===== src/rtl/dm_rom_arbiter.sv =====
// rtl/dm_rom_arbiter.sv - two-port round-robin arbiter in front of a 64-bit debug ROM
//
// Purpose: grants one of two 32-bit word requesters per cycle, forwards in-range
// reads to a 64-bit wide ROM and returns the selected 32-bit lane one cycle later.
// Out-of-range accesses never touch the ROM and return err=1, rdata=0.
//
// Ports:
//   clk_i, rst_i                   clock, synchronous active-high reset
//   pN_req_i, pN_addr_i            port request and byte address (held until granted)
//   pN_gnt_o                       combinational grant, transaction completes that cycle
//   pN_rvalid_o, pN_rdata_o,       registered response, one cycle after the grant
//   pN_err_o
//   rom_req_o, rom_addr_o          ROM read request, 8-byte aligned address
//   rom_rdata_i                    ROM read data, valid the cycle after rom_req_o
module dm_rom_arbiter #(
    parameter logic [31:0] ROM_BASE  = 32'h0000_0800,
    parameter logic [31:0] ROM_BYTES = 32'h0000_0800
) (
    input  logic        clk_i,
    input  logic        rst_i,
    input  logic        p0_req_i,
    input  logic [31:0] p0_addr_i,
    output logic        p0_gnt_o,
    output logic        p0_rvalid_o,
    output logic [31:0] p0_rdata_o,
    output logic        p0_err_o,
    input  logic        p1_req_i,
    input  logic [31:0] p1_addr_i,
    output logic        p1_gnt_o,
    output logic        p1_rvalid_o,
    output logic [31:0] p1_rdata_o,
    output logic        p1_err_o,
    output logic        rom_req_o,
    output logic [31:0] rom_addr_o,
    input  logic [63:0] rom_rdata_i
);

    // Window bounds in 33 bits so a window ending at 4 GiB cannot wrap.
    localparam logic [32:0] WIN_LO = {1'b0, ROM_BASE};
    localparam logic [32:0] WIN_HI = {1'b0, ROM_BASE} + {1'b0, ROM_BYTES} - 33'd1;

    logic last_gnt_q, last_gnt_d;
    logic resp_valid_q, resp_valid_d;
    logic resp_port_q, resp_port_d;
    logic resp_lane_q, resp_lane_d;
    logic resp_err_q, resp_err_d;

    logic        gnt_any;
    logic        gnt_port;
    logic [31:0] sel_addr;
    logic        in_range;
    logic        rsp_on;
    logic [31:0] rsp_data;

    // Request side: grant, ROM request and next response-pipeline state.
    always_comb begin
        gnt_any      = 1'b0;
        gnt_port     = 1'b0;
        sel_addr     = 32'h0;
        in_range     = 1'b0;
        p0_gnt_o     = 1'b0;
        p1_gnt_o     = 1'b0;
        rom_req_o    = 1'b0;
        rom_addr_o   = 32'h0;
        last_gnt_d   = last_gnt_q;
        resp_valid_d = 1'b0;
        resp_port_d  = 1'b0;
        resp_lane_d  = 1'b0;
        resp_err_d   = 1'b0;

        // No grants while reset is held, so a request in a reset cycle stays pending.
        gnt_any  = !rst_i && (p0_req_i || p1_req_i);
        // On a tie the port that did not win last time goes; otherwise the lone requester.
        gnt_port = (p0_req_i && p1_req_i) ? ~last_gnt_q : p1_req_i;
        sel_addr = gnt_port ? p1_addr_i : p0_addr_i;
        in_range = ({1'b0, sel_addr} >= WIN_LO) && ({1'b0, sel_addr} <= WIN_HI);

        if (gnt_any) begin
            p0_gnt_o     = !gnt_port;
            p1_gnt_o     = gnt_port;
            last_gnt_d   = gnt_port;
            resp_valid_d = 1'b1;
            resp_port_d  = gnt_port;
            resp_lane_d  = sel_addr[2];
            resp_err_d   = !in_range;
            if (in_range) begin
                rom_req_o  = 1'b1;
                rom_addr_o = {sel_addr[31:3], 3'b000};
            end
        end
    end

    always_ff @(posedge clk_i) begin
        if (rst_i) begin
            last_gnt_q   <= 1'b1;
            resp_valid_q <= 1'b0;
            resp_port_q  <= 1'b0;
            resp_lane_q  <= 1'b0;
            resp_err_q   <= 1'b0;
        end else begin
            last_gnt_q   <= last_gnt_d;
            resp_valid_q <= resp_valid_d;
            resp_port_q  <= resp_port_d;
            resp_lane_q  <= resp_lane_d;
            resp_err_q   <= resp_err_d;
        end
    end

    // Response side: route the selected lane to the port that owns the response.
    always_comb begin
        rsp_on      = resp_valid_q && !rst_i;
        rsp_data    = 32'h0;
        p0_rvalid_o = 1'b0;
        p1_rvalid_o = 1'b0;
        p0_rdata_o  = 32'h0;
        p1_rdata_o  = 32'h0;
        p0_err_o    = 1'b0;
        p1_err_o    = 1'b0;

        if (!resp_err_q) begin
            rsp_data = resp_lane_q ? rom_rdata_i[63:32] : rom_rdata_i[31:0];
        end

        if (rsp_on) begin
            if (resp_port_q) begin
                p1_rvalid_o = 1'b1;
                p1_rdata_o  = rsp_data;
                p1_err_o    = resp_err_q;
            end else begin
                p0_rvalid_o = 1'b1;
                p0_rdata_o  = rsp_data;
                p0_err_o    = resp_err_q;
            end
        end
    end

endmodule


===== config.mk =====
export PLATFORM = sky130hd
export DESIGN_NAME = dm_rom_arbiter
export DESIGN_NICKNAME = d
export VERILOG_FILES = /design/src/rtl/dm_rom_arbiter.sv
export SDC_FILE = /design/constraint.sdc
export NUM_CORES = 1
export LEC_CHECK = 0
export BUFFER_PORTS_ARGS = -buffer_cell sky130_fd_sc_hd__buf_2
export CAP_MARGIN = 15
export CORE_AREA = 2 2 92 94
export CTS_BUF_LIST = sky130_fd_sc_hd__clkbuf_4
export DETAILED_ROUTE_END_ITERATION = 8
export DIE_AREA = 0 0 94 96
export HOLD_SLACK_MARGIN = 0.06
export PLACE_DENSITY = 0.66
export SLEW_MARGIN = 20
export SYNTH_ARGS = -nofsm -noshare
export SYNTH_HDL_FRONTEND = slang
export SYNTH_SLANG_ARGS = --single-unit

===== constraint.sdc =====
create_clock -name clk_i -period 1.6 [get_ports clk_i]
set_input_delay 0.24 -clock clk_i [delete_from_list [all_inputs] [get_ports clk_i]]
set_output_delay 0.24 -clock clk_i [all_outputs]
set_load 0.02 [all_outputs]

==> flow_summary.yaml <==
die:
  ioPinCount: 235
  core_area_sq_um: 8050
  dieHeight_microns: 96
  initial_core_util: 0.169
  fp.dieW_microns: 94
  rows: 33
  die-area_sq_um: 9020
sta:
  slew_viol_final: 0
  hold_viol_final: 0
  min_period_over_period: 1.15
  period_minus_slack_ns: 1.85
  max_freq_ghz: 0.541
  clock_skew_ns: 0.00506
  timing.final.ws_setup_ns: -0.247
  setup-tns-final_ns: -6.81
  setup_violations: 60
  rsz0062_at_grt: "yes"
yosys:
  ys.flop_type: "dfxtp_1"
  synth_commonest_cells: "nor3_1, mux2i_1, buf_4, clkbuf_1, nor2_1"
  synth.top_cell.area_share: 0.246
  yosys.area.top_type: "nor3_1"
  yosysMostFrequentCell: "nor3_1"
  avgSynthCellArea_sq_um: 6.92
  ys_ff_latch: 5
  ys_seq_area_frac: 0.0735
  yosysWarnings: 0
  syn_inst: 197
  synth_area_sq_um: 1360
  synth.top_cells.by_area: "nor3_1, mux2i_1, buf_4, dfxtp_1, a22o_1"
  synth-async-reset-ratio: 0
  synth_edf_count: 0
  yosysUniqueCellTypes: 28
placement:
  port_buffers: 207
  dp_cells: 509
  gp_congestion: 0.987
  hpwl_mm: 5.58
cts:
  path_clk_slew_ns: 0.05
  clockBufferDepth: 2
  cts_tree: "done"
  root_buffer: "clkbuf_4"
  cts_buffers: 3
  htreeDepth: 1
  clock_latency_ns: 0.24
  hold_buffers: 0
  clock-sinks: 5
status:
  status: "complete, but fails checks"
  violations: "setup timing"
power_and_ir_drop:
  power_density_nw_per_um2: 312
  p_leak_nw: 1.64
  p_total_mw: 1.19
  peakVddDrop_mv: 0.148
worst_setup_path:
  critPathArrivalTime_ns: 1.61
  required_ns: 1.36
  end_kind: "output port"
  cpPeakStageDelay_ns: 0.44
  path_cells: "or3b_4 > buf_12 > nor3_1 > buf_2"
  cpMaxStageDelayCell: "or3b_4"
  path_max_fanout: 23
  critPathKind: "register to output port"
  start_kind: "register"
detailed_routing:
  wl_mm: 8.26
  drtIter0Drc: 40
  wl_per_cell_microns: 16.0
  viasPerCell: 4.55
  postRouteAntennaNets: 0
  drc: 0
  drt-pass1-iter-count: 4
  vias: 2349
grt:
  grt_max_degree: 35
  grt_pass1_wl_mm: 10.7
  antenna_found_initial: 0
  grtUsageTotal: 0.151
  grt_pass1_vias: 2224
  grt_overflow: 0
finish:
  fill_cells: 741
  final_nets: 544
  final_cells: 516
  multi_input_comb_area_sq_um: 1900
  drive_above_1_share: 0.837
  antennaDiodeCount: 0
  register_area_sq_um: 109
  syn2layout_area_growth_pct: 181
run:
  drv_cap: 0
worst_hold_path:
  hp-class: "primary input to register"
==> cells by family (layout without fill, tap and decap cells) <==
logic type	Yosys count	after routing	synth area share
AND/OR/NAND/NOR	99	99	0.413
buffers and inverters	46	238	0.196
multiplexers	32	32	0.235
AO/OA/AOI/OAI	14	14	0.0799
flip-flops	5	5	0.0735
other	1	23	0.00275
==> flip-flops by register name, summed over array words and instances (netlist names) <==
name,flops
last_gnt_q,1
resp_err_q,1
resp_lane_q,1
resp_port_q,1
resp_valid_q,1
==> timing repair <==
action	4_1_cts	5_1_grt
gates cloned	4	0
pin swaps	37	35
resized for setup	137	105
endpoints found under the setup margin	60	76
buffers inserted	2	2
==> routing by layer <==
metal | vias up | track usage | part of all wire
li1 | 1116 | - | -
met1 | 1076 | 0.153 | 0.34
met2 | 148 | 0.323 | 0.57
met3 | 9 | 0.0204 | 0.072
met4 | 0 | 0.0314 | 0.016
met5 | - | 0 | 0
==> critical path, delay by kind of cell, from the launching register on <==
kind                   cells  cell delay, ns
and+or+nand+nor            2            0.65
buffers and inverters      2            0.39
DFF                        1            0.31
==> final timing paths <==
kind / from / endpoint / slack [ns] / cells past startpoint
setup / recovery: resp_port_q$_SDFF_PP0_ / p0_rdata_o[14] / -0.25 / 4
hold / removal: p1_addr_i[2] / resp_lane_q$_SDFF_PP0_ / 0.23 / 3
setup reg to reg: last_gnt_q$_SDFFE_PP1P_ / resp_err_q$_SDFF_PP0_ / 0.50 / 4
hold reg to reg: last_gnt_q$_SDFFE_PP1P_ / last_gnt_q$_SDFFE_PP1P_ / 0.62 / 3
==> stage by stage <==
step / setup slack, ns / hold slack (ns) / util / instance area, sq um
finish: -0.247 / 0.230 / 0.475 / 3830
global route: -0.281 / 0.244 / 0.475 / 3830
CTS: -0.234 / 0.224 / 0.425 / 3430
detailed placement: -0.330 / 0.488 / 0.333 / 2680
global placement: -0.293 / 0.485 / 0.333 / 2680
floorplan: -0.150 / 0.376 / - / 1590
==> area by class of cell <==
type / count / share of cell area
clock buffer: 4 / 0.00785
multi-input combinational: 168 / 0.496
tap: 105 / 0.0343
sequential: 5 / 0.0284
timing repair buffer: 230 / 0.429
inverter: 4 / 0.00392
==> where the power goes <==
group	internal (mW)	switching (mW)	leakage [nW]
Combinational	0.415	0.471	1.58
Sequential	0.134	0.0132	0.0427
Clock	0.111	0.0496	0.0184
Total	0.660	0.534	1.64
==> layout by cell type, fill, tap and decap left out <==
cell,synthesis,final
nor2_4,0,1
buf_6,0,34
and2_1,2,1
nor4_4,2,3
nand3b_1,1,1
nand3_1,1,1
nor4b_4,0,1
conb_1,1,23
nor3_2,0,48
o32ai_2,0,1
buf_16,0,1
buf_4,24,62
buf_8,0,1
nor3_4,0,10
buf_2,3,126
nand2b_1,1,1
and2_4,0,1
nor4b_2,2,1
dfxtp_4,0,1
o21ai_4,0,1
a21boi_1,1,1
inv_1,4,3
dfxtp_2,0,4
inv_2,0,1
nand4_1,2,2
nand2_1,5,5
o21ai_0,1,1
o211ai_1,1,1
buf_12,0,6
nor2_1,9,8
mux2i_4,0,32
nor4_2,2,4
or3b_4,0,1
nor4_1,4,1
nor3_1,67,9
a21oi_1,1,1
clkbuf_4,0,4
a22o_1,8,8
No activity file was read; power rests on OpenSTA's default activity.
